[config.mk]
export PLATFORM = sky130hd
export DESIGN_NAME = sme_multi_flat
export DESIGN_NICKNAME = d
export VERILOG_FILES = /design/src/rtl/sme_pkg.sv /design/src/rtl/sme_multi_if.sv /design/src/rtl/sme_char_cmp.sv /design/src/rtl/sme_multi.sv /design/src/flat_wrapper.sv
export SDC_FILE = /design/constraint.sdc
export NUM_CORES = 1
export LEC_CHECK = 0
export ABC_CLOCK_PERIOD_IN_PS = 4290
export CAP_MARGIN = 20
export CORE_MARGIN = 10
export CORE_UTILIZATION = 33
export DETAILED_ROUTE_END_ITERATION = 6
export PLACE_DENSITY_LB_ADDON = 0.25
export SLEW_MARGIN = 20
export SYNTH_ARGS = -nofsm -noshare
export SYNTH_HDL_FRONTEND = slang
export SYNTH_HIERARCHICAL = 1
export SYNTH_SLANG_ARGS = --single-unit
[constraint.sdc]
create_clock -name clk -period 4.29 [get_ports clk]
set_input_delay 1.0725 -clock clk [delete_from_list [all_inputs] [get_ports clk]]
set_output_delay 1.0725 -clock clk [all_outputs]
set_load 0.02 [all_outputs]
[src/rtl/sme_pkg.sv]
// sme_pkg: shared definitions for the sme_multi string-match engine.
//   - ASCII constants for the meta-characters and the word separator
//   - sme_state_t: control FSM states
//   - fold_case(): ASCII upper-case to lower-case fold used by compares
package sme_pkg;

  localparam logic [7:0] CH_CARET  = 8'h5E;
  localparam logic [7:0] CH_DOLLAR = 8'h24;
  localparam logic [7:0] CH_DOT    = 8'h2E;
  localparam logic [7:0] CH_SPACE  = 8'h20;

  typedef enum logic [2:0] {
    ST_LOAD,
    ST_START,
    ST_CMP,
    ST_HIT,
    ST_REPORT,
    ST_NEXT,
    ST_END
  } sme_state_t;

  function automatic logic [7:0] fold_case(input logic [7:0] c);
    if (c >= 8'h41 && c <= 8'h5A) return c | 8'h20;
    return c;
  endfunction

endpackage

[src/rtl/sme_multi_if.sv]
// sme_multi_if: character stream and result bus of sme_multi.
//   master (stream source / result sink):
//     out chardata[7:0], isstring, ispattern, icase, find_all
//     in  ready, valid, match, match_index[IW-1:0], done, match_cnt[IW:0], ovf
//   slave (sme_multi): the same signals with directions reversed.
// STR_MAX must equal the STR_MAX of the attached sme_multi.
interface sme_multi_if #(
  parameter int STR_MAX = 32
);
  localparam int IW = $clog2(STR_MAX);

  logic [7:0]  chardata;
  logic        isstring;
  logic        ispattern;
  logic        icase;
  logic        find_all;
  logic        ready;
  logic        valid;
  logic        match;
  logic [IW-1:0] match_index;
  logic        done;
  logic [IW:0] match_cnt;
  logic        ovf;

  modport master (
    output chardata, isstring, ispattern, icase, find_all,
    input  ready, valid, match, match_index, done, match_cnt, ovf
  );

  modport slave (
    input  chardata, isstring, ispattern, icase, find_all,
    output ready, valid, match, match_index, done, match_cnt, ovf
  );

endinterface

[src/rtl/sme_char_cmp.sv]
// sme_char_cmp: single-character compare of a string character against a
// pattern symbol.
//   s_char[7:0] in : string character
//   p_char[7:0] in : pattern symbol ('.' matches anything)
//   icase       in : fold A-Z to a-z on both sides before comparing
//   hit         out: symbol accepts the character
module sme_char_cmp
  import sme_pkg::*;
(
  input  logic [7:0] s_char,
  input  logic [7:0] p_char,
  input  logic       icase,
  output logic       hit
);

  always_comb begin
    hit = 1'b0;
    if (p_char == CH_DOT) begin
      hit = 1'b1;
    end else if (icase) begin
      hit = (fold_case(s_char) == fold_case(p_char));
    end else begin
      hit = (s_char == p_char);
    end
  end

endmodule

[src/rtl/sme_multi.sv]
// sme_multi: buffered string-match engine with ^ $ . meta-characters,
// optional case-insensitive compare and find-all reporting.
//   clk   in : rising-edge clock
//   reset in : synchronous, active-low
//   bus   slave modport of sme_multi_if:
//     chardata/isstring/ispattern load the buffers while ready is high,
//     icase/find_all are captured when the search starts,
//     valid pulses carry match/match_index; done marks the last pulse of a
//     search and qualifies match_cnt; ovf flags dropped load characters.
module sme_multi
  import sme_pkg::*;
#(
  parameter int STR_MAX = 32,
  parameter int PAT_MAX = 8
) (
  input  logic       clk,
  input  logic       reset,
  sme_multi_if.slave bus
);

  localparam int IW = $clog2(STR_MAX);
  localparam int PW = $clog2(PAT_MAX);
  localparam logic [IW:0] SLEN_FULL = (IW+1)'(STR_MAX);
  localparam logic [PW:0] PLEN_FULL = (PW+1)'(PAT_MAX);

  sme_state_t    state_q;
  logic [7:0]    str_q [STR_MAX];
  logic [7:0]    pat_q [PAT_MAX];
  logic [IW:0]   slen_q;
  logic [PW:0]   plen_q;
  logic          str_seen_q;   // a string char arrived in this load
  logic          loading_q;    // any strobe arrived in this load
  logic [IW-1:0] s_q;          // current start position
  logic [IW:0]   c_q;          // string cursor
  logic [PW-1:0] k_q;          // pattern symbol index
  logic          icase_q;
  logic          fa_q;
  logic [IW:0]   cnt_q;

  logic          ready_q;
  logic          valid_q;
  logic          match_q;
  logic [IW-1:0] idx_q;
  logic          done_q;
  logic [IW:0]   mcnt_q;
  logic          ovf_q;

  // Pattern shape, derived from the buffer while a search is running.
  logic          lead;
  logic          trail;
  logic [PW-1:0] plast;
  logic          is_last;
  logic          anchor_ok;
  logic          dollar_ok;
  logic          sym_ok;
  logic          last_s;
  logic          cmp_hit;
  logic [7:0]    s_char;
  logic [IW:0]   cnt_inc;

  assign plast  = plen_q[PW-1:0] - 1'b1;
  assign s_char = str_q[c_q[IW-1:0]];

  always_comb begin
    lead      = (pat_q[0] == CH_CARET);
    // A lone '^' is the leading anchor, never a trailing '$'.
    trail     = (pat_q[plast] == CH_DOLLAR) && !(lead && plen_q == (PW+1)'(1));
    is_last   = (k_q == plast);
    anchor_ok = !lead || (s_q == '0) || (str_q[IW'(s_q - 1'b1)] == CH_SPACE);
    dollar_ok = (c_q == slen_q) || (s_char == CH_SPACE);
    sym_ok    = (is_last && trail) ? dollar_ok : ((c_q != slen_q) && cmp_hit);
    last_s    = (({1'b0, s_q} + 1'b1) == slen_q);
    cnt_inc   = (cnt_q == SLEN_FULL) ? cnt_q : cnt_q + 1'b1;
  end

  sme_char_cmp u_cmp (
    .s_char (s_char),
    .p_char (pat_q[k_q]),
    .icase  (icase_q),
    .hit    (cmp_hit)
  );

  always_ff @(posedge clk) begin
    if (!reset) begin
      state_q    <= ST_LOAD;
      slen_q     <= '0;
      plen_q     <= '0;
      str_seen_q <= 1'b0;
      loading_q  <= 1'b0;
      s_q        <= '0;
      c_q        <= '0;
      k_q        <= '0;
      icase_q    <= 1'b0;
      fa_q       <= 1'b0;
      cnt_q      <= '0;
      ready_q    <= 1'b1;
      valid_q    <= 1'b0;
      match_q    <= 1'b0;
      idx_q      <= '0;
      done_q     <= 1'b0;
      mcnt_q     <= '0;
      ovf_q      <= 1'b0;
    end else begin
      valid_q <= 1'b0;
      match_q <= 1'b0;
      done_q  <= 1'b0;
      case (state_q)
        ST_LOAD: begin
          if (bus.isstring) begin
            loading_q  <= 1'b1;
            str_seen_q <= 1'b1;
            if (!loading_q) ovf_q <= 1'b0;
            // First string char of a load replaces the retained string.
            if (!str_seen_q) begin
              str_q[0] <= bus.chardata;
              slen_q   <= (IW+1)'(1);
            end else if (slen_q != SLEN_FULL) begin
              str_q[slen_q[IW-1:0]] <= bus.chardata;
              slen_q <= slen_q + 1'b1;
            end else begin
              ovf_q <= 1'b1;
            end
          end else if (bus.ispattern) begin
            loading_q <= 1'b1;
            if (!loading_q) ovf_q <= 1'b0;
            if (plen_q != PLEN_FULL) begin
              pat_q[plen_q[PW-1:0]] <= bus.chardata;
              plen_q <= plen_q + 1'b1;
            end else begin
              ovf_q <= 1'b1;
            end
          end else if (plen_q != '0) begin
            state_q    <= ST_START;
            ready_q    <= 1'b0;
            icase_q    <= bus.icase;
            fa_q       <= bus.find_all;
            s_q        <= '0;
            cnt_q      <= '0;
            loading_q  <= 1'b0;
            str_seen_q <= 1'b0;
          end
        end

        ST_START: begin
          if (slen_q == '0) begin
            state_q <= ST_END;
            valid_q <= 1'b1;
            done_q  <= 1'b1;
            idx_q   <= '0;
            mcnt_q  <= '0;
          end else if (!anchor_ok) begin
            state_q <= ST_NEXT;
          end else if (lead && plen_q == (PW+1)'(1)) begin
            state_q <= ST_HIT;
          end else begin
            state_q <= ST_CMP;
            k_q     <= lead ? PW'(1) : '0;
            c_q     <= {1'b0, s_q};
          end
        end

        ST_CMP: begin
          if (!sym_ok) begin
            state_q <= ST_NEXT;
          end else if (is_last) begin
            state_q <= ST_HIT;
          end else begin
            k_q <= k_q + 1'b1;
            c_q <= c_q + 1'b1;
          end
        end

        ST_HIT: begin
          state_q <= ST_REPORT;
          cnt_q   <= cnt_inc;
          valid_q <= 1'b1;
          match_q <= 1'b1;
          idx_q   <= s_q;
          done_q  <= !fa_q;
          mcnt_q  <= fa_q ? cnt_inc : (IW+1)'(1);
        end

        ST_REPORT: begin
          if (fa_q) begin
            state_q <= ST_NEXT;
          end else begin
            state_q <= ST_LOAD;
            ready_q <= 1'b1;
            plen_q  <= '0;
          end
        end

        ST_NEXT: begin
          if (last_s) begin
            state_q <= ST_END;
            valid_q <= 1'b1;
            done_q  <= 1'b1;
            idx_q   <= '0;
            mcnt_q  <= cnt_q;
          end else begin
            state_q <= ST_START;
            s_q     <= s_q + 1'b1;
          end
        end

        ST_END: begin
          state_q <= ST_LOAD;
          ready_q <= 1'b1;
          plen_q  <= '0;
        end

        default: state_q <= ST_LOAD;
      endcase
    end
  end

  assign bus.ready       = ready_q;
  assign bus.valid       = valid_q;
  assign bus.match       = match_q;
  assign bus.match_index = idx_q;
  assign bus.done        = done_q;
  assign bus.match_cnt   = mcnt_q;
  assign bus.ovf         = ovf_q;

endmodule
[src/flat_wrapper.sv]
// flat-port wrapper written by rule: the top's interface ports become plain ports
module sme_multi_flat import sme_pkg::*;
#(
  parameter int STR_MAX = 32,
  parameter int PAT_MAX = 8
)
  (clk, reset, bus_chardata, bus_isstring, bus_ispattern, bus_icase, bus_find_all, bus_ready, bus_valid, bus_match, bus_match_index, bus_done, bus_match_cnt, bus_ovf);
  sme_multi_if #(.STR_MAX(STR_MAX)) bus_i ();
  input  logic clk;
  input  logic reset;
  input wire logic [$bits(bus_i.chardata)-1:0] bus_chardata;
  input wire logic [$bits(bus_i.isstring)-1:0] bus_isstring;
  input wire logic [$bits(bus_i.ispattern)-1:0] bus_ispattern;
  input wire logic [$bits(bus_i.icase)-1:0] bus_icase;
  input wire logic [$bits(bus_i.find_all)-1:0] bus_find_all;
  output wire logic [$bits(bus_i.ready)-1:0] bus_ready;
  output wire logic [$bits(bus_i.valid)-1:0] bus_valid;
  output wire logic [$bits(bus_i.match)-1:0] bus_match;
  output wire logic [$bits(bus_i.match_index)-1:0] bus_match_index;
  output wire logic [$bits(bus_i.done)-1:0] bus_done;
  output wire logic [$bits(bus_i.match_cnt)-1:0] bus_match_cnt;
  output wire logic [$bits(bus_i.ovf)-1:0] bus_ovf;
  assign bus_i.chardata = bus_chardata;
  assign bus_i.isstring = bus_isstring;
  assign bus_i.ispattern = bus_ispattern;
  assign bus_i.icase = bus_icase;
  assign bus_i.find_all = bus_find_all;
  assign bus_ready = bus_i.ready;
  assign bus_valid = bus_i.valid;
  assign bus_match = bus_i.match;
  assign bus_match_index = bus_i.match_index;
  assign bus_done = bus_i.done;
  assign bus_match_cnt = bus_i.match_cnt;
  assign bus_ovf = bus_i.ovf;
  sme_multi #(.STR_MAX(STR_MAX), .PAT_MAX(PAT_MAX)) u_core (.clk(clk), .reset(reset), .bus(bus_i));
endmodule
* Yosys cells after proc, flatten, opt, wreduce, memory -nomap -nowiden *
Memory sizes are Yosys's and may differ from the RTL's. A register that Yosys moved wholly into a read port is not among the register bits.
Index checks and enable logic that the tools add are counted.

word-level totals
  register bits after elaboration = 53
  latch bits = 0
  RAM bits = 320
  ROM bits = 0
  output and inout bits = 16
  word-level logic and storage cells = 218
  memories kept = 2

memory list
  memory        words  bits a word  read ports  clocked after Yosys merged registers in  write ports  RTL line         RTL
  u_core.str_q  32     8            2           1                                        1            sme_multi.sv:27  logic [7:0] str_q [STR_MAX];
  u_core.pat_q  8      8            3           1                                        1            sme_multi.sv:28  logic [7:0] pat_q [PAT_MAX];

cells by class
  add/sub/neg operators = 9
  multipliers = 0
  div/mod/pow operators = 0
  magnitude comparators = 4
  eq/ne operators = 38
  shifts and indexed selects = 0
  mux-type cells = 108
  bitwise operators = 2
  reduce and logical (&&, ||, !) cells = 37

operators with widths
  kind                                                                                 number
  6-bit 2-to-1 mux                                                                     14
  8-bit 2-to-1 mux                                                                     9
  3-bit 2-to-1 mux                                                                     16
  1-bit 2-to-1 mux                                                                     45
  5-bit 2-to-1 mux                                                                     9
  8-bit by 6-bit equality test with 1-bit output, second input constant                4
  6-bit one-hot mux with 2 select lines                                                2
  2-bit != test, second input constant                                                 10
  6-bit by 1-bit adder with 6-bit output, second input constant                        3
  3-bit one-hot mux with 6 select lines                                                1
  6-bit one-hot mux with 3 select lines                                                1
  8-bit equality test                                                                  2
  8-bit by 7-bit greater-or-equal comparator with 1-bit output, second input constant  2
  8-bit by 7-bit <= comparator with 1-bit output, second input constant                2
  4-bit 2-to-1 mux                                                                     4
  5-bit one-hot mux with 3 select lines                                                1
  5-bit AND reduction                                                                  3
  6-bit equality test                                                                  2
  2-bit by 1-bit != test with 1-bit output, second input constant                      6
  4-bit one-hot mux with 3 select lines                                                1
  4-bit AND reduction                                                                  3
  5-bit one-hot mux with 2 select lines                                                1
  2-bit nonzero test                                                                   5
  3-bit equality test, second input constant                                           3
  other kinds (31)                                                                     49

* Logic depth before layout (Yosys ltp) *
Gate-level depths: netlist of run 1.

  depth in word-level cells = 17
  mapped depth = 17
  gate-level depth less buffers = 13

* Hierarchy *
Netlist of run 1, hierarchy kept.

modules (own cells, without submodules)
  module        times used  cells each  area each (um^2)  seq. area each (um^2)
  sme_multi     1           1,142       16,977.5          10,830.4
  sme_char_cmp  1           34          212.7             0.0

* Worst setup path after synthesis of run 1 *
OpenSTA, ideal clock, no wires.

  kind = reg-to-reg
  start point = reg with a tool-made name
  end point = reg with a tool-made name
  library setup time = 0.121 ns
  arrival = 3.569 ns
  data required time = 4.169 ns
  path slack = 0.600 ns
  stages on the path, launching flop included = 16
  buffers on the path = 2
  cell sequence = dfxtp_1 buf_2 clkbuf_1 mux4_2 mux4_2 nand2_1 o21ai_0 or4_1 nor3_1 nor3_1 xor2_1 o21ai_1 a21oi_1 o21ai_4 nand2_1 a32o_1

==> results.cfg, run 1 <==
[status]
status = complete, no violations

[sta]
relSlewSlack_pct = 27.3
final-hold-violation-count = 0
period_share_pct = 93.6
fin_tns_setup_ps = 0
rsz0062_at_grt = no
tightest_slew_ps = 1090
setup_slack_ps = 276
whs_ps = 451
clock_skew_ps = 16.8
min_period_ps = 4010
setup_viol = 0
drv_slew = 0
fmax_mhz = 249

[placement]
routabilityCongestion = 0.860
dp_hpwl_um = 32200
place_area_mm2 = 0.0186
dp_slack_ps = 360
port_buffers = 29

[cts]
hold_buffers = 0
cts_buffers = 41
clock_sinks = 381
clock_path_buffers = 3
htreeDepth = 2
cts_tree = done
root_buffer = clkbuf_16
clk_pin_slew_ps = 60
clock_latency_ps = 550

[logic_synthesis]
synthCells = 1176
yosys-top-cells-area = edfxtp_1, mux4_2, dfxtp_1, nor2_1, xor2_1
syn_nets = 1201
ys_types = 72
synth_flop_cell = edfxtp_1
synth.yosys.seq_area_share_pct = 63.0
yosys_register_bits = 381
synth_warnings = 6
syn_area_per_cell_um2 = 14.6
async_reset_ff_share_pct = 0
yosysTopAreaCell = edfxtp_1
syn-cell-area_mm2 = 0.0172
synth_top_area_share_pct = 55.9
synth-edff-count = 320

[finish]
final_area_mm2 = 0.0199
area_growth_pct = 16.0
final_nets = 1282
drive_above_1_share_pct = 20.3
layout_commonest_cell = edfxtp_1
n_antenna_cell = 0
final_cell_mix = edfxtp_1, nor2_1, mux4_2
fill_cells = 4798

[global_route]
grt_pass1_wl_um = 71800
antenna_found_initial = 1
grt_pass1_vias = 11112
globalRouteTotalUtil_pct = 15.3
grt_max_degree = 60
gr-total-overflow = 0

[worst_setup_path]
worstPathCellList = buf_12, mux4_2, mux4_2, nand2_1, o21ai_0, or4_1, nor3_1, nor3_1, xor2_1, o21ai_1, a21oi_1, o21ai_4, a21oi_1, a311oi_1, buf_4
cp.required_ps = 4770
worstPathArrival_ps = 4500
cpMaxStageDelayCell = or4_1
criticalPathCategory = flop to flop
cp_max_fo = 22
cpPeakStageDelay_ps = 590
cp-start-kind = flop
cp-end-kind = flop

[floorplan]
core.rowCount = 83
die_y_um = 248
die_w_um = 248
core_area_mm2 = 0.0514
ioPinCount = 30
dieArea_mm2 = 0.0616
start_util_pct = 33.4

[drt]
wl_per_cell_um = 24.0
drt_iter0_markers = 978
via_count = 11010
drt_first_pass_iters = 6
via_per_inst = 5.60
drc = 0
drt_wl_total_um = 47200
ant_nets = 0

[power]
vdd_drop_max_uv = 281
p_total_mw = 7.82
leakage_nw = 6.25
power_density_mw_per_mm2 = 392

[min_path]
hold_path.class = flop to flop

[run]
drv_cap = 0
where the power goes:
group	total (mW)	internal [mW]	switching, mW
sequential	4.04	4.03	0.0188
combinational	0.288	0.0989	0.189
clock	3.49	2.06	1.43
final timing paths:
check,startpoint,cells after the start,end,slack (ps)
max reg2reg,flop,15,u_core/c_q[1],280
max,flop,15,u_core/c_q[1],280
min reg2reg,u_core/bus.ready,1,u_core/bus.ready,450
min,u_core/bus.ready,1,u_core/bus.ready,450
layer usage:
layer | share of wire, % | routed length [µm] | vias to the layer above | track usage [%]
met2 | 47 | 22100 | 399 | 24.3
li1 | - | - | 4849 | -
met1 | 45 | 21200 | 5718 | 21.7
met5 | 0 | 0 | - | 0
met3 | 6.7 | 3180 | 44 | 2.62
met4 | 1.6 | 744 | 0 | 3.44
cells by family (layout without fill, tap and decap cells):
group / after synthesis / after routing / synth area share (%)
buffers and inverters: 94 / 205 / 2.39
xor gates and xnor gates: 39 / 39 / 2.03
and+or+nand+nor: 361 / 361 / 11.0
muxes: 114 / 114 / 14.0
AOI/OAI and AO/OA: 175 / 175 / 6.70
adders and majority gates: 12 / 12 / 0.859
DFF: 381 / 381 / 63.0
final cells by class:
type / instances / area, µm² / share of cell area [%]
flip-flops and latches: 381 / 10800 / 54.3
multi-input cells: 701 / 5960 / 29.9
clock buffers: 48 / 1050 / 5.28
repair buffers: 98 / 858 / 4.30
well taps: 680 / 851 / 4.27
clock inverters: 25 / 258 / 1.29
inverters: 34 / 128 / 0.640
state kept, by name, indices dropped and copies added (netlist names), 3 cells and up, named ones only:
register	flops
u_core/str_q	256
u_core/pat_q	64
u_core/bus.match_cnt	6
u_core/c_q	6
u_core/cnt_q	6
u_core/slen_q	6
u_core/bus.match_index	5
u_core/s_q	5
u_core/plen_q	4
u_core/k_q	3
u_core/state_q	3
worst max-delay path, delay by kind of cell, from the launching register on:
kind                   cells  cell delay (ps)
multiplexers               2             1060
AND/OR/NAND/NOR            4              940
AO/OA/AOI/OAI              6             1000
buffers and inverters      2              400
XOR/XNOR                   1              140
flip-flops                 1              390
what timing repair did:
item	in CTS	in global routing
gates resized for setup	0	1
setup endpoints to repair	0	6
buffers inserted	0	0
hold endpoints to repair	0	0
metrics by stage:
| step | std cells | util [%] |
|---|---|---|
| CTS | 1967 | 38.8 |
| finish | 1967 | 38.8 |
| global route | 1967 | 38.8 |
| floorplan | 1176 | - |
| detailed placement | 1894 | 36.2 |
| global placement | 1894 | 36.2 |
Yosys cell counts (all sizes together) (6+ instances only):
| library cell | count |
|---|---|
| a211oi | 10 |
| a21oi | 42 |
| a22oi | 10 |
| a31oi | 16 |
| and3 | 11 |
| buf | 20 |
| clkbuf | 40 |
| dfxtp | 61 |
| edfxtp | 320 |
| ha | 11 |
| inv | 33 |
| mux2 | 9 |
| mux4 | 100 |
| nand2 | 54 |
| nand3 | 31 |
| nand4 | 9 |
| nor2 | 114 |
| nor3 | 41 |
| nor3b | 13 |
| nor4 | 24 |
| nor4b | 18 |
| o211ai | 6 |
| o21ai | 42 |
| or4 | 6 |
| or4b | 6 |
| xnor2 | 13 |
| xor2 | 26 |
Power figures use the tool's default switching activity.
==> run 2, diff against run 1 <==
--- a/config.mk
+++ b/config.mk
@@ -7,10 +7,11 @@
 export LEC_CHECK = 0
 export ABC_CLOCK_PERIOD_IN_PS = 4290
 export CAP_MARGIN = 20
-export CORE_MARGIN = 10
+export CORE_MARGIN = 4
 export CORE_UTILIZATION = 33
 export DETAILED_ROUTE_END_ITERATION = 6
 export PLACE_DENSITY_LB_ADDON = 0.25
+export REMOVE_ABC_BUFFERS = 1
 export SLEW_MARGIN = 20
 export SYNTH_ARGS = -nofsm -noshare
 export SYNTH_HDL_FRONTEND = slang
==> run 2 against run 1 <==
- worst hold slack better by 6.9 ps
- design area up 0.24%
- clock skew up 5.7 ps
- global-route usage up 0.78 points
- die area down 9.4%
- sequential share of layout area down 0.13 points
- count of clock-buffer cells in the layout up 2
- first-iteration DRC count up 2.8%
- critical endpoint is now u_core/k_q[0]
- largest cell class unchanged
==> results.cfg, run 2 (same netlist as run 1, synthesis figures left out) <==
[finish]
area_growth_pct = 16.3
fill_cells = 4737
largest_register_ffs = 256
layout_commonest_cell = edfxtp_1
multi_input_area_mm2 = 0.00596
drive_above_1_share_pct = 20.9
largest_register = u_core/str_q
final_nets = 1292
final_cell_mix = edfxtp_1, nor2_1, mux4_2
n_antenna_cell = 0
final-seq-area_mm2 = 0.0108

[cts]
cts_tree = done
cts_buffers = 41
clock_latency_ps = 560
clk_pin_slew_ps = 60
cts_resized = 0
root_buffer = clkbuf_16
clock_path_buffers = 3
clock_sinks = 381
htreeDepth = 2
hold_buffers = 0
post_cts_buffers = 0

[global_route]
grt_max_degree = 59
gr-total-overflow = 0
globalRouteTotalUtil_pct = 16.1
grt_pass1_wl_um = 69400
grt_pass1_vias = 10995
antenna_found_initial = 2

[floorplan]
core.rowCount = 83
start_util_pct = 33.4
dieArea_mm2 = 0.0558
ioPinCount = 30
die_y_um = 236
die_w_um = 236
core_area_mm2 = 0.0514

[worst_setup_path]
cp.required_ps = 4740
cp-start-kind = flop
worstPathArrival_ps = 4450
cpPeakStageDelay_ps = 620
cp-end-kind = flop
cp_max_fo = 9
worstPathCellList = inv_1, ha_2, or4b_2, nor3_1, o221ai_1, o211ai_1, buf_4, a211oi_1, maj3_1, a31oi_1, buf_4, nand2_1, a32o_1
cpMaxStageDelayCell = or4b_2
cp.buffers_inverters = 3
criticalPathCategory = flop to flop
critical_path.top_delay_family = compound AO/OA/AOI/OAI gates
cpMostUsedCell = buf_4

[sta]
clock_skew_ps = 22.6
final-hold-violation-count = 0
fin_tns_setup_ps = 0
setup_slack_ps = 290
whs_ps = 458
relSlewSlack_pct = 28.4
drv_slew = 0
tightest_slew_ps = 1070
period_share_pct = 93.2
min_period_ps = 4000
setup_viol = 0
fmax_mhz = 250
rsz0062_at_grt = no

[run]
drv_cap = 0

[power]
vdd_drop_max_uv = 209
leakage_nw = 6.28
p_total_mw = 7.75
power_density_mw_per_mm2 = 388

[status]
status = complete, no violations

[drt]
wl_per_cell_um = 23.3
ant_nets = 0
drc = 0
drt_wl_total_um = 46100
via_count = 10947
drt_iter0_markers = 1005
drt_first_pass_iters = 5
via_per_inst = 5.53

[placement]
routabilityCongestion = 0.860
dp_slack_ps = 86.3
dp_hpwl_um = 31700
port_buffers = 29

[min_path]
hold_path.class = flop to flop
-- run 2: report_power, final --
part | total [mW] | switching [mW] | internal (mW) | leakage (nW)
sequential | 4.04 | 0.0193 | 4.03 | 3.37
combinational | 0.285 | 0.183 | 0.102 | 2.29
clock | 3.42 | 1.46 | 1.96 | 0.623
total | 7.75 | 1.66 | 6.09 | 6.28
-- run 2: routing by layer --
layer / wire length (µm) / up-vias / part of all wire, % / GRT usage (%)
met4: 1180 / 4 / 2.6 / 4.65
met3: 3390 / 81 / 7.4 / 3.45
met1: 20700 / 5590 / 45 / 23.2
li1: - / 4865 / - / -
met5: 21 / - / 0.046 / 0
met2: 20800 / 407 / 45 / 24.7
-- run 2: cell type report --
| class | instances | share of cell area [%] |
|---|---|---|
| clock buffers | 50 | 5.51 |
| multi-input cells | 701 | 29.8 |
| repair buffers | 108 | 4.61 |
| inverters | 34 | 0.638 |
| clock inverters | 26 | 1.01 |
| well taps | 680 | 4.26 |
| flip-flops and latches | 381 | 54.2 |
-- run 2: tightest hold or removal path: cells and delay by family, from the launching register on --
| kind | cells | cell delay [ps] |
|---|---|---|
| AND/OR/NAND/NOR | 1 | 50 |
| flip-flops | 1 | 310 |
| AO/OA/AOI/OAI | 1 | 50 |
-- run 2: path summary, 6_finish.rpt --
kind	from	end	slack, ps	cells after the start
max	u_core/s_q[0]	u_core/k_q[0]	290	13
min	u_core/loading_q	u_core/loading_q	460	2
max reg2reg	u_core/s_q[0]	u_core/k_q[0]	290	13
min reg2reg	u_core/loading_q	u_core/loading_q	460	2
-- run 2: stage by stage --
| stage | util [%] | instance area (µm²) | std cells |
|---|---|---|---|
| 2_1_floorplan | - | 16900 | 1116 |
| 3_3_place_gp | 36.3 | 18700 | 1904 |
| 3_5_place_dp | 36.3 | 18700 | 1904 |
| 4_1_cts | 38.9 | 20000 | 1980 |
| 5_1_grt | 38.9 | 20000 | 1980 |
| 6_report | 38.9 | 20000 | 1980 |
